[config.mk]
export PLATFORM = sky130hd
export DESIGN_NAME = axi_lite_xbar_flat
export DESIGN_NICKNAME = d
export VERILOG_FILES = /design/src/rtl/xbar_pkg.sv /design/src/rtl/axi_lite_if.sv /design/src/rtl/xbar_decode.sv /design/src/rtl/axi_lite_xbar.sv /design/src/flat_wrapper.sv
export SDC_FILE = /design/constraint.sdc
export NUM_CORES = 1
export LEC_CHECK = 0
export BUFFER_PORTS_ARGS = -buffer_cell sky130_fd_sc_hd__buf_2
export CORE_AREA = 2 2 172 174
export CTS_CLUSTER_DIAMETER = 120
export DETAILED_ROUTE_END_ITERATION = 8
export DIE_AREA = 0 0 174 176
export GPL_TIMING_DRIVEN = 0
export MAX_ROUTING_LAYER = met4
export SLEW_MARGIN = 40
export SYNTH_ARGS = -nofsm -noshare
export SYNTH_HDL_FRONTEND = slang
export SYNTH_SLANG_ARGS = --single-unit
[constraint.sdc]
create_clock -name clk -period 2.9 [get_ports clk]
set_clock_uncertainty 0.2 [all_clocks]
set_input_delay 0.29 -clock clk [delete_from_list [all_inputs] [get_ports clk]]
set_output_delay 0.29 -clock clk [all_outputs]
set_load 0.01 [all_outputs]
[src/rtl/xbar_pkg.sv]
// Shared types and default address window for the LSU-side AXI4-Lite crossbar.
package xbar_pkg;

  typedef enum logic {
    MEM,
    CLINT
  } xbar_sel_t;

  typedef enum logic {
    R_IDLE,
    R_DATA
  } xbar_rd_state_t;

  typedef enum logic [1:0] {
    W_IDLE,
    W_DATA,
    W_ADDR,
    W_RESP
  } xbar_wr_state_t;

  localparam logic [31:0] CLINT_LO_DEF = 32'ha000_0048;
  localparam logic [31:0] CLINT_HI_DEF = 32'ha000_004f;

endpackage

[src/rtl/axi_lite_if.sv]
// AXI4-Lite bundle (no prot/cache sideband) used on every crossbar port.
interface axi_lite_if #(
  parameter int ADDR_W = 32,
  parameter int DATA_W = 32
);
  logic [ADDR_W-1:0]   awaddr;
  logic                awvalid;
  logic                awready;
  logic [DATA_W-1:0]   wdata;
  logic [DATA_W/8-1:0] wstrb;
  logic                wvalid;
  logic                wready;
  logic [1:0]          bresp;
  logic                bvalid;
  logic                bready;
  logic [ADDR_W-1:0]   araddr;
  logic                arvalid;
  logic                arready;
  logic [DATA_W-1:0]   rdata;
  logic [1:0]          rresp;
  logic                rvalid;
  logic                rready;

  modport master (
    output awaddr, awvalid, wdata, wstrb, wvalid, bready, araddr, arvalid, rready,
    input  awready, wready, bresp, bvalid, arready, rdata, rresp, rvalid
  );

  modport slave (
    input  awaddr, awvalid, wdata, wstrb, wvalid, bready, araddr, arvalid, rready,
    output awready, wready, bresp, bvalid, arready, rdata, rresp, rvalid
  );
endinterface

[src/rtl/xbar_decode.sv]
// Address decoder: inclusive unsigned window maps to CLINT, everything else to MEM.
module xbar_decode
  import xbar_pkg::*;
#(
  parameter logic [31:0] LO = CLINT_LO_DEF,
  parameter logic [31:0] HI = CLINT_HI_DEF
) (
  input  logic [31:0] addr,
  output xbar_sel_t   sel
);

  assign sel = (addr >= LO && addr <= HI) ? CLINT : MEM;

endmodule

[src/rtl/axi_lite_xbar.sv]
// 1-to-2 AXI4-Lite crossbar (CLINT / default memory), zero-latency routing,
// one outstanding transaction per direction with independent read/write FSMs.
module axi_lite_xbar
  import xbar_pkg::*;
#(
  parameter logic [31:0] CLINT_LO = CLINT_LO_DEF,
  parameter logic [31:0] CLINT_HI = CLINT_HI_DEF
) (
  input logic        clk,
  input logic        reset_n,
  axi_lite_if.slave  up,
  axi_lite_if.master dn_clint,
  axi_lite_if.master dn_mem
);

  xbar_rd_state_t rd_state, rd_next;
  xbar_wr_state_t wr_state, wr_next;
  xbar_sel_t      ar_sel, aw_sel, rsel, rsel_next, wsel, wsel_next, wroute;

  logic c_arvalid, m_arvalid, u_arready, u_rvalid, c_rready, m_rready;
  logic c_awvalid, m_awvalid, u_awready, c_wvalid, m_wvalid, u_wready;
  logic u_bvalid, c_bready, m_bready;
  logic aw_en, w_en, b_en, aw_hs, w_hs;

  xbar_decode #(.LO(CLINT_LO), .HI(CLINT_HI)) u_ar_dec (.addr(up.araddr), .sel(ar_sel));
  xbar_decode #(.LO(CLINT_LO), .HI(CLINT_HI)) u_aw_dec (.addr(up.awaddr), .sel(aw_sel));

  always_ff @(posedge clk or negedge reset_n) begin
    if (!reset_n) begin
      rd_state <= R_IDLE;
      wr_state <= W_IDLE;
      rsel     <= MEM;
      wsel     <= MEM;
    end else begin
      rd_state <= rd_next;
      wr_state <= wr_next;
      rsel     <= rsel_next;
      wsel     <= wsel_next;
    end
  end

  always_comb begin
    rd_next   = rd_state;
    rsel_next = rsel;
    c_arvalid = 1'b0;
    m_arvalid = 1'b0;
    u_arready = 1'b0;
    u_rvalid  = 1'b0;
    c_rready  = 1'b0;
    m_rready  = 1'b0;
    case (rd_state)
      R_IDLE: begin
        if (ar_sel == CLINT) begin
          c_arvalid = up.arvalid;
          u_arready = dn_clint.arready;
        end else begin
          m_arvalid = up.arvalid;
          u_arready = dn_mem.arready;
        end
        if (up.arvalid && u_arready) begin
          rd_next   = R_DATA;
          rsel_next = ar_sel;
        end
      end
      R_DATA: begin
        if (rsel == CLINT) begin
          u_rvalid = dn_clint.rvalid;
          c_rready = up.rready;
        end else begin
          u_rvalid = dn_mem.rvalid;
          m_rready = up.rready;
        end
        if (u_rvalid && up.rready) rd_next = R_IDLE;
      end
      default: rd_next = R_IDLE;
    endcase
    // Handshake signals must be quiet for the whole time reset is held.
    if (!reset_n) begin
      c_arvalid = 1'b0;
      m_arvalid = 1'b0;
      u_arready = 1'b0;
      u_rvalid  = 1'b0;
      c_rready  = 1'b0;
      m_rready  = 1'b0;
    end
  end

  always_comb begin
    wr_next   = wr_state;
    wsel_next = wsel;
    wroute    = (wr_state == W_IDLE) ? aw_sel : wsel;
    aw_en     = 1'b0;
    w_en      = 1'b0;
    b_en      = 1'b0;
    c_awvalid = 1'b0;
    m_awvalid = 1'b0;
    u_awready = 1'b0;
    c_wvalid  = 1'b0;
    m_wvalid  = 1'b0;
    u_wready  = 1'b0;
    u_bvalid  = 1'b0;
    c_bready  = 1'b0;
    m_bready  = 1'b0;
    case (wr_state)
      W_IDLE:  begin aw_en = 1'b1; w_en = up.awvalid; end
      W_DATA:  w_en = 1'b1;
      W_ADDR:  aw_en = 1'b1;
      default: b_en = 1'b1;
    endcase
    if (aw_en) begin
      if (wroute == CLINT) begin
        c_awvalid = up.awvalid;
        u_awready = dn_clint.awready;
      end else begin
        m_awvalid = up.awvalid;
        u_awready = dn_mem.awready;
      end
    end
    if (w_en) begin
      if (wroute == CLINT) begin
        c_wvalid = up.wvalid;
        u_wready = dn_clint.wready;
      end else begin
        m_wvalid = up.wvalid;
        u_wready = dn_mem.wready;
      end
    end
    if (b_en) begin
      if (wroute == CLINT) begin
        u_bvalid = dn_clint.bvalid;
        c_bready = up.bready;
      end else begin
        u_bvalid = dn_mem.bvalid;
        m_bready = up.bready;
      end
    end
    aw_hs = up.awvalid && u_awready;
    w_hs  = up.wvalid && u_wready;
    case (wr_state)
      W_IDLE: begin
        if (aw_hs || w_hs) begin
          wsel_next = aw_sel;
          if (aw_hs && w_hs) wr_next = W_RESP;
          else if (aw_hs)    wr_next = W_DATA;
          else               wr_next = W_ADDR;
        end
      end
      W_DATA:  if (w_hs) wr_next = W_RESP;
      W_ADDR:  if (aw_hs) wr_next = W_RESP;
      default: if (u_bvalid && up.bready) wr_next = W_IDLE;
    endcase
    if (!reset_n) begin
      c_awvalid = 1'b0;
      m_awvalid = 1'b0;
      u_awready = 1'b0;
      c_wvalid  = 1'b0;
      m_wvalid  = 1'b0;
      u_wready  = 1'b0;
      u_bvalid  = 1'b0;
      c_bready  = 1'b0;
      m_bready  = 1'b0;
    end
  end

  assign up.arready      = u_arready;
  assign up.rvalid       = u_rvalid;
  assign up.rdata        = (rsel == CLINT) ? dn_clint.rdata : dn_mem.rdata;
  assign up.rresp        = (rsel == CLINT) ? dn_clint.rresp : dn_mem.rresp;
  assign up.awready      = u_awready;
  assign up.wready       = u_wready;
  assign up.bvalid       = u_bvalid;
  assign up.bresp        = (wsel == CLINT) ? dn_clint.bresp : dn_mem.bresp;

  assign dn_clint.araddr  = up.araddr;
  assign dn_clint.arvalid = c_arvalid;
  assign dn_clint.rready  = c_rready;
  assign dn_clint.awaddr  = up.awaddr;
  assign dn_clint.awvalid = c_awvalid;
  assign dn_clint.wdata   = up.wdata;
  assign dn_clint.wstrb   = up.wstrb;
  assign dn_clint.wvalid  = c_wvalid;
  assign dn_clint.bready  = c_bready;

  assign dn_mem.araddr    = up.araddr;
  assign dn_mem.arvalid   = m_arvalid;
  assign dn_mem.rready    = m_rready;
  assign dn_mem.awaddr    = up.awaddr;
  assign dn_mem.awvalid   = m_awvalid;
  assign dn_mem.wdata     = up.wdata;
  assign dn_mem.wstrb     = up.wstrb;
  assign dn_mem.wvalid    = m_wvalid;
  assign dn_mem.bready    = m_bready;

endmodule

[src/flat_wrapper.sv]
// flat-port wrapper written by rule: the top's interface ports become plain ports
module axi_lite_xbar_flat import xbar_pkg::*;
#(
  parameter logic [31:0] CLINT_LO = CLINT_LO_DEF,
  parameter logic [31:0] CLINT_HI = CLINT_HI_DEF
)
  (clk, reset_n, up_awaddr, up_awvalid, up_wdata, up_wstrb, up_wvalid, up_bready, up_araddr, up_arvalid, up_rready, up_awready, up_wready, up_bresp, up_bvalid, up_arready, up_rdata, up_rresp, up_rvalid, dn_clint_awaddr, dn_clint_awvalid, dn_clint_wdata, dn_clint_wstrb, dn_clint_wvalid, dn_clint_bready, dn_clint_araddr, dn_clint_arvalid, dn_clint_rready, dn_clint_awready, dn_clint_wready, dn_clint_bresp, dn_clint_bvalid, dn_clint_arready, dn_clint_rdata, dn_clint_rresp, dn_clint_rvalid, dn_mem_awaddr, dn_mem_awvalid, dn_mem_wdata, dn_mem_wstrb, dn_mem_wvalid, dn_mem_bready, dn_mem_araddr, dn_mem_arvalid, dn_mem_rready, dn_mem_awready, dn_mem_wready, dn_mem_bresp, dn_mem_bvalid, dn_mem_arready, dn_mem_rdata, dn_mem_rresp, dn_mem_rvalid);
  axi_lite_if up_i ();
  axi_lite_if dn_clint_i ();
  axi_lite_if dn_mem_i ();
  input logic clk;
  input logic reset_n;
  input wire logic [$bits(up_i.awaddr)-1:0] up_awaddr;
  input wire logic [$bits(up_i.awvalid)-1:0] up_awvalid;
  input wire logic [$bits(up_i.wdata)-1:0] up_wdata;
  input wire logic [$bits(up_i.wstrb)-1:0] up_wstrb;
  input wire logic [$bits(up_i.wvalid)-1:0] up_wvalid;
  input wire logic [$bits(up_i.bready)-1:0] up_bready;
  input wire logic [$bits(up_i.araddr)-1:0] up_araddr;
  input wire logic [$bits(up_i.arvalid)-1:0] up_arvalid;
  input wire logic [$bits(up_i.rready)-1:0] up_rready;
  output wire logic [$bits(up_i.awready)-1:0] up_awready;
  output wire logic [$bits(up_i.wready)-1:0] up_wready;
  output wire logic [$bits(up_i.bresp)-1:0] up_bresp;
  output wire logic [$bits(up_i.bvalid)-1:0] up_bvalid;
  output wire logic [$bits(up_i.arready)-1:0] up_arready;
  output wire logic [$bits(up_i.rdata)-1:0] up_rdata;
  output wire logic [$bits(up_i.rresp)-1:0] up_rresp;
  output wire logic [$bits(up_i.rvalid)-1:0] up_rvalid;
  output wire logic [$bits(dn_clint_i.awaddr)-1:0] dn_clint_awaddr;
  output wire logic [$bits(dn_clint_i.awvalid)-1:0] dn_clint_awvalid;
  output wire logic [$bits(dn_clint_i.wdata)-1:0] dn_clint_wdata;
  output wire logic [$bits(dn_clint_i.wstrb)-1:0] dn_clint_wstrb;
  output wire logic [$bits(dn_clint_i.wvalid)-1:0] dn_clint_wvalid;
  output wire logic [$bits(dn_clint_i.bready)-1:0] dn_clint_bready;
  output wire logic [$bits(dn_clint_i.araddr)-1:0] dn_clint_araddr;
  output wire logic [$bits(dn_clint_i.arvalid)-1:0] dn_clint_arvalid;
  output wire logic [$bits(dn_clint_i.rready)-1:0] dn_clint_rready;
  input wire logic [$bits(dn_clint_i.awready)-1:0] dn_clint_awready;
  input wire logic [$bits(dn_clint_i.wready)-1:0] dn_clint_wready;
  input wire logic [$bits(dn_clint_i.bresp)-1:0] dn_clint_bresp;
  input wire logic [$bits(dn_clint_i.bvalid)-1:0] dn_clint_bvalid;
  input wire logic [$bits(dn_clint_i.arready)-1:0] dn_clint_arready;
  input wire logic [$bits(dn_clint_i.rdata)-1:0] dn_clint_rdata;
  input wire logic [$bits(dn_clint_i.rresp)-1:0] dn_clint_rresp;
  input wire logic [$bits(dn_clint_i.rvalid)-1:0] dn_clint_rvalid;
  output wire logic [$bits(dn_mem_i.awaddr)-1:0] dn_mem_awaddr;
  output wire logic [$bits(dn_mem_i.awvalid)-1:0] dn_mem_awvalid;
  output wire logic [$bits(dn_mem_i.wdata)-1:0] dn_mem_wdata;
  output wire logic [$bits(dn_mem_i.wstrb)-1:0] dn_mem_wstrb;
  output wire logic [$bits(dn_mem_i.wvalid)-1:0] dn_mem_wvalid;
  output wire logic [$bits(dn_mem_i.bready)-1:0] dn_mem_bready;
  output wire logic [$bits(dn_mem_i.araddr)-1:0] dn_mem_araddr;
  output wire logic [$bits(dn_mem_i.arvalid)-1:0] dn_mem_arvalid;
  output wire logic [$bits(dn_mem_i.rready)-1:0] dn_mem_rready;
  input wire logic [$bits(dn_mem_i.awready)-1:0] dn_mem_awready;
  input wire logic [$bits(dn_mem_i.wready)-1:0] dn_mem_wready;
  input wire logic [$bits(dn_mem_i.bresp)-1:0] dn_mem_bresp;
  input wire logic [$bits(dn_mem_i.bvalid)-1:0] dn_mem_bvalid;
  input wire logic [$bits(dn_mem_i.arready)-1:0] dn_mem_arready;
  input wire logic [$bits(dn_mem_i.rdata)-1:0] dn_mem_rdata;
  input wire logic [$bits(dn_mem_i.rresp)-1:0] dn_mem_rresp;
  input wire logic [$bits(dn_mem_i.rvalid)-1:0] dn_mem_rvalid;
  assign up_i.awaddr = up_awaddr;
  assign up_i.awvalid = up_awvalid;
  assign up_i.wdata = up_wdata;
  assign up_i.wstrb = up_wstrb;
  assign up_i.wvalid = up_wvalid;
  assign up_i.bready = up_bready;
  assign up_i.araddr = up_araddr;
  assign up_i.arvalid = up_arvalid;
  assign up_i.rready = up_rready;
  assign up_awready = up_i.awready;
  assign up_wready = up_i.wready;
  assign up_bresp = up_i.bresp;
  assign up_bvalid = up_i.bvalid;
  assign up_arready = up_i.arready;
  assign up_rdata = up_i.rdata;
  assign up_rresp = up_i.rresp;
  assign up_rvalid = up_i.rvalid;
  assign dn_clint_awaddr = dn_clint_i.awaddr;
  assign dn_clint_awvalid = dn_clint_i.awvalid;
  assign dn_clint_wdata = dn_clint_i.wdata;
  assign dn_clint_wstrb = dn_clint_i.wstrb;
  assign dn_clint_wvalid = dn_clint_i.wvalid;
  assign dn_clint_bready = dn_clint_i.bready;
  assign dn_clint_araddr = dn_clint_i.araddr;
  assign dn_clint_arvalid = dn_clint_i.arvalid;
  assign dn_clint_rready = dn_clint_i.rready;
  assign dn_clint_i.awready = dn_clint_awready;
  assign dn_clint_i.wready = dn_clint_wready;
  assign dn_clint_i.bresp = dn_clint_bresp;
  assign dn_clint_i.bvalid = dn_clint_bvalid;
  assign dn_clint_i.arready = dn_clint_arready;
  assign dn_clint_i.rdata = dn_clint_rdata;
  assign dn_clint_i.rresp = dn_clint_rresp;
  assign dn_clint_i.rvalid = dn_clint_rvalid;
  assign dn_mem_awaddr = dn_mem_i.awaddr;
  assign dn_mem_awvalid = dn_mem_i.awvalid;
  assign dn_mem_wdata = dn_mem_i.wdata;
  assign dn_mem_wstrb = dn_mem_i.wstrb;
  assign dn_mem_wvalid = dn_mem_i.wvalid;
  assign dn_mem_bready = dn_mem_i.bready;
  assign dn_mem_araddr = dn_mem_i.araddr;
  assign dn_mem_arvalid = dn_mem_i.arvalid;
  assign dn_mem_rready = dn_mem_i.rready;
  assign dn_mem_i.awready = dn_mem_awready;
  assign dn_mem_i.wready = dn_mem_wready;
  assign dn_mem_i.bresp = dn_mem_bresp;
  assign dn_mem_i.bvalid = dn_mem_bvalid;
  assign dn_mem_i.arready = dn_mem_arready;
  assign dn_mem_i.rdata = dn_mem_rdata;
  assign dn_mem_i.rresp = dn_mem_rresp;
  assign dn_mem_i.rvalid = dn_mem_rvalid;
  axi_lite_xbar #(.CLINT_LO(CLINT_LO), .CLINT_HI(CLINT_HI)) u_core (.clk(clk), .reset_n(reset_n), .up(up_i), .dn_clint(dn_clint_i), .dn_mem(dn_mem_i));
endmodule
==> Yosys cells after proc, flatten, opt, wreduce, memory -nomap -nowiden <==
Index checks and enable logic that the tools add are counted.
{ "totals": {"regBits": 5, "wordCells": 95} }
{ "op_classes": {"magnitude_cmp": 4, "eq_ne": 5, "n_mux": 65, "bitwise": 1, "reduce_logical": 16} }
{ "ops": {"columns": ["cell", "n"], "rows": [
  ["32-bit >= comparator (second input constant)", 2],
  ["32-bit <= comparator (second input constant)", 2],
  ["1-bit 2-to-1 mux", 53],
  ["32-bit 2-to-1 mux", 1],
  ["2-bit 2-to-1 mux", 8],
  ["1-bit logical AND", 8],
  ["2-bit one-hot mux with 3 select lines", 1],
  ["2-bit by 1-bit != test with 1-bit output (second input constant)", 2],
  ["1-bit one-hot mux with 2 select lines", 2],
  ["2-bit AND reduction", 2],
  ["4-bit AND reduction", 1],
  ["4-bit nonzero test", 1],
  ["3-bit OR reduction", 1],
  ["2-bit by 1-bit == test with 1-bit output (second input constant)", 1],
  ["2-bit == test (second input constant)", 1],
  ["2-bit zero test", 1],
  ["2-bit != test (second input constant)", 1],
  ["2-bit OR reduction", 1],
  ["1-bit logical OR", 1],
  ["1-bit inverter", 1]
]} }

==> Logic depth before layout (Yosys ltp) <==
{ "logic_depth": {"word_depth": 11, "ltp_mapped": 9} }

==> Cells and area by module <==
From an unflattened synthesis, not the netlist that was laid out.
{ "hier_totals": {"cells_unflattened": 342, "area_unflattened_um2": 2733.9} }
{ "by_module_without_submodules": {"columns": ["module", "instances", "cells_per_inst", "area_per_inst_um2", "seq_area_each_um2"], "rows": [
  ["axi_lite_xbar", 1, 320, 2546.2, 125.1],
  ["xbar_decode", 2, 11, 93.8, 0.0]
]} }

==> Worst setup path before layout <==
OpenSTA, ideal clock, no wires.
{ "synth_timing": {"path_kind": "register to register", "start": "register u_core.wr_state[0]", "end": "register u_core.wr_state[0]", "t_arrival_ns": 2.129, "required_time_ns": 2.576, "path_slack_ns": 0.447, "path_stages_with_launch": 9, "path_cell_list": "dfrtp_1 > inv_1 > ha_1 > nor4b_2 > nand4_1 > o211a_1 > a311o_1 > a221o_1 > mux2i_1"} }
{ "synth_via": {"elab_chain_len": 9, "word_cells_on_any_way": 28} }
{ "synth_lines": {"columns": ["item", "line_no", "source"], "rows": [
  ["from (decl)", "axi_lite_xbar.sv:17", "xbar_wr_state_t wr_state, wr_next;"],
  ["from (signal assigned)", "axi_lite_xbar.sv:36", "wr_state <= wr_next;"],
  ["2-bit == test or 2-bit zero test (tied branches)", "axi_lite_xbar.sv:104, axi_lite_xbar.sv:139, axi_lite_xbar.sv:91", null],
  ["2-bit OR reduction (no source line) or 1-bit 2-to-1 mux (tied branches)", null, null],
  ["1-bit 2-to-1 mux, on equally long branches", "axi_lite_xbar.sv:104, axi_lite_xbar.sv:111, axi_lite_xbar.sv:120", null],
  ["1-bit 2-to-1 mux, on equally long branches", "axi_lite_xbar.sv:110, axi_lite_xbar.sv:119", null],
  ["1-bit logical AND, on equally long branches", "axi_lite_xbar.sv:137, axi_lite_xbar.sv:138", null],
  ["2-bit 2-to-1 mux or 1-bit logical AND (tied branches)", "axi_lite_xbar.sv:144, axi_lite_xbar.sv:143", null],
  ["2-bit 2-to-1 mux", "axi_lite_xbar.sv:143", "if (aw_hs && w_hs) wr_next = W_RESP;"],
  ["2-bit 2-to-1 mux", "axi_lite_xbar.sv:141", "if (aw_hs || w_hs) begin"],
  ["2-bit one-hot mux with 3 select lines", "axi_lite_xbar.sv:139", "case (wr_state)"]
]} }
Several ways; a longest one is shown, not always the timed one. The select of a mux whose other input is x is not followed.
A chain may end at the register's enable or synchronous reset.

==> Worst setup path in the final report <==
Same ends and word-level chain as after synthesis.

==> results.py <==
metrics = {
    "outcome": {
        "run_status": "finished clean",
    },
    "synthesis": {
        "postSynthNetCount": 544,
        "postSynth.asyncResetShare_pct": 100,
        "synthesis.area_um2": 2760,
        "synth_top_area_share_pct": 54.4,
        "synth.lib_cells_used.distinct": 39,
        "yosys_most_used_dff": "dfrtp_1",
        "avgSynthCellArea_um2": 7.88,
        "ys_warn_count": 0,
        "synth_seq_cells": 5,
        "synth.yosys.seq_area_share_pct": 4.54,
        "ys_top_cells_by_area": "buf_4 54%, mux2_2 16%, dfrtp_1 4.5%, ha_1 2.3%, nor2_1 1.9%",
        "post_synth_inst_count": 350,
        "synth-edff-count": 0,
        "synth_largest_area_cell": "buf_4",
    },
    "clock_tree": {
        "cts_bufs_inserted": 3,
        "clkSlewWorstSetupHoldPaths_ns": 0.03,
        "cts_buffer_depth": 2,
        "clk_root_buffer_cell": "clkbuf_16",
        "clock_sink_count": 5,
        "worst_skew_pair.late_latency_ns": 0.23,
        "ctsHtreeMaxLevel": 1,
        "tritoncts": "done",
    },
    "detailed_routing": {
        "wire_per_inst_um": 11.1,
        "drtAntennaViolNets": 0,
        "drt-vias-per-instance": 3.15,
        "remaining_drc_errors": 0,
        "dr.pass1.iters": 4,
        "wire_length_after_detailed_routing_um": 12600,
        "via_count": 3582,
        "dr.first_iter.drc_count": 149,
    },
    "finish": {
        "layout-drive-gt1-share_pct": 86.2,
        "antenna_cells": 0,
        "final_net_count": 948,
        "final_area_um2": 5340,
        "layout-area-overhead-vs-synth_pct": 93.5,
        "instances_no_fill": 1137,
    },
    "critical_path": {
        "reg2reg_setup_slack_ns": 0.15,
        "worst-path-max-fanout": 5,
        "nature_of_the_critical_path_startpoint": "register",
        "ff2ff_path_depth": 9,
        "timing_worst_setup_path_type": "register to register",
        "timing.critical_path.cells": "inv_1, ha_1, nor4b_2, nand4_1, buf_4, o211a_1, a311o_1, a221o_1, mux2i_1",
        "worst_path_largest_cell_delay_ns": 0.41,
        "worst_r2r_startpoint": "u_core.wr_state[0]",
        "worstPathBufferInverterCount": 2,
        "cpLargestDelayFamily": "compound AO/OA/AOI/OAI gates",
        "worst_setup_path_end_kind": "register",
        "cp.arrival_ns": 2.67,
        "worst-endpoint-required_ns": 2.81,
        "worst_r2r_endpoint": "u_core.wr_state[0]",
        "critical_path.slowest_cell": "dfrtp_1",
    },
    "global_route": {
        "number_of_global_route_vias_before_repair": 3189,
        "global_route_total_usage_across_every_layer_pct": 7.36,
        "grt_use_met3_pct": 1.42,
        "grt_max_degree": 11,
        "grt_pass1_wl_um": 17300,
        "number_of_antenna_violations_at_the_first_check_in_global_routing": 0,
        "groute.layer.met2.usage_pct": 12.2,
        "grt_overflow": 0,
        "globalRouteMet1Util_pct": 9.51,
        "globalRoute.busiestLayer": "met2",
    },
    "sta": {
        "max_clock_freq_mhz": 363,
        "timing_hold_violations_final": 0,
        "finalCritPeriodShare_pct": 94.9,
        "drv_slew": 0,
        "grt_setup_unrepaired": "no",
        "worst_max_slew_pin_slew_ns": 0.567,
        "timing.final.setup_violations": 0,
        "max_slew_margin_pct": 62.2,
        "final.setup.tns_ns": 0,
        "finalCriticalPeriod_ns": 2.75,
    },
    "floorplanning": {
        "start_util_pct": 9.66,
        "die_area_um2": 30600,
        "ios": 440,
        "core_region_area_um2": 28500,
        "placementRows": 62,
        "die_y_um": 176,
        "die_width_um": 174,
    },
    "power_and_ir_drop": {
        "total_leakage_power_nw": 3.03,
        "total_power_mw": 1.43,
        "vdd_drop_max_mv": 0.118,
        "power_density_nw_per_um2": 268,
    },
    "placed_design": {
        "place_hpwl_um": 11800,
        "placedInstanceArea_um2": 5230,
        "dp.cells": 1131,
        "placement.io_buffers": 397,
        "gp_congestion": 0.755,
    },
    "flow_run": {
        "max_cap_violations": 0,
    },
    "min_path": {
        "worstHoldPathCells": 4,
        "hold-path-endpoint": "u_core.rd_state",
        "hold_path_startpoint": "up_rready",
        "timing.hold.worst.class": "input port to register",
    },
}
-- cells in the final DEF (no fill, tap or decap), types with 5 or more instances in the layout --
| master | n |
|---|---|
| buf_2 | 397 |
| buf_4 | 201 |
| clkbuf_1 | 7 |
| dfrtp_1 | 5 |
| ha_1 | 5 |
| inv_1 | 6 |
| mux2_2 | 38 |
| mux2i_1 | 5 |
| nand2_1 | 13 |
| nand3_1 | 7 |
| nor2_1 | 13 |
-- Yosys cell counts (2+ instances only) --
library cell	count
nor3b_1	2
a311o_1	2
nand3_1	7
nor4b_2	2
nor4_2	4
nor4_1	3
nor4b_1	2
nor3_1	2
nand2_1	13
dfrtp_1	5
nor2_1	14
and4_1	2
nor4bb_1	2
a21oi_1	4
mux2i_1	5
clkbuf_1	6
buf_4	200
o21bai_1	2
nand4_1	4
mux2_2	38
o21ai_0	4
ha_1	5
inv_1	6
-- through the flow --
stage          setup WS [ns]  hold WS [ns]  utilization (%)
2_1_floorplan          0.447        -0.206                -
3_3_place_gp         -0.0402       -0.0315             18.3
3_5_place_dp         -0.0376       -0.0290             18.3
4_1_cts               0.0220         0.178             18.6
5_1_grt               0.0218         0.232             18.7
6_report               0.147         0.181             18.7
-- logic make-up (layout without fill, tap and decap cells) --
family | after synthesis | count (layout) | synth area share (%)
AND/OR/NAND/NOR | 61 | 61 | 13.6
AO/OA/AOI/OAI | 24 | 24 | 6.21
adder cells (fa/ha/maj) | 5 | 5 | 2.27
buffers and inverters | 212 | 615 | 56.1
flip-flops | 5 | 5 | 4.54
multiplexers | 43 | 43 | 17.3
-- worst reg2reg max path, cell delays in order, from the launching register on --
cell	delay, ns
dfrtp_1	0.41
inv_1	0.12
ha_1	0.25
nor4b_2	0.25
nand4_1	0.12
buf_4	0.19
o211a_1	0.22
a311o_1	0.33
a221o_1	0.40
mux2i_1	0.13
-- flip-flops by register name (all words and copies together) (netlist names) --
register	flops
u_core.wsel	1
u_core.wr_state	2
u_core.rsel	1
u_core.rd_state	1
-- metal layers --
metal | part of all wire [%] | wire (um)
met1 | 41 | 5230
met4 | 0.59 | 75
met2 | 51 | 6400
met5 | 0 | 0
met3 | 7.2 | 902
-- how the worst max path moves through the flow --
stage | from | to | slack (ns) | depth (start not counted)
3_5_place_dp | u_core.wr_state[0] | u_core.wr_state[0] | -0.04 | 8
5_1_grt | u_core.wr_state[0] | u_core.wr_state[0] | 0.02 | 9
3_3_place_gp | u_core.wr_state[0] | u_core.wr_state[0] | -0.04 | 8
4_1_cts | u_core.wr_state[0] | up_bvalid | 0.02 | 8
2_1_floorplan | u_core.wr_state[0] | u_core.wr_state[0] | 0.45 | 8
6_report | u_core.wr_state[0] | u_core.wr_state[0] | 0.15 | 9
-- power breakdown --
part,leakage (nW),internal [mW],total [mW],switching [mW]
combinational,2.93,0.563,1.07,0.506
clock,0.0382,0.183,0.235,0.0519
sequential,0.0636,0.0939,0.127,0.0327
total,3.03,0.840,1.43,0.591
-- area by class of cell --
cell class	instances	area (um^2)
inverters	6	22.5
repair buffers	399	2000
clock buffers	4	78.8
multi-input cells	133	1100
plain buffers	206	1520
well taps	384	480
flip-flops and latches	5	125
fillers	3250	23200
-- repair_timing --
action,4_1_cts,5_1_grt
endpoints found under the setup margin,5,6
hold buffers,1,0
gates cloned,0,0
hold endpoints to repair,5,0
buffers inserted,0,1
gates resized for setup,1,2
pin swaps,0,0
Note: power is estimated with default switching activity, not from simulation.
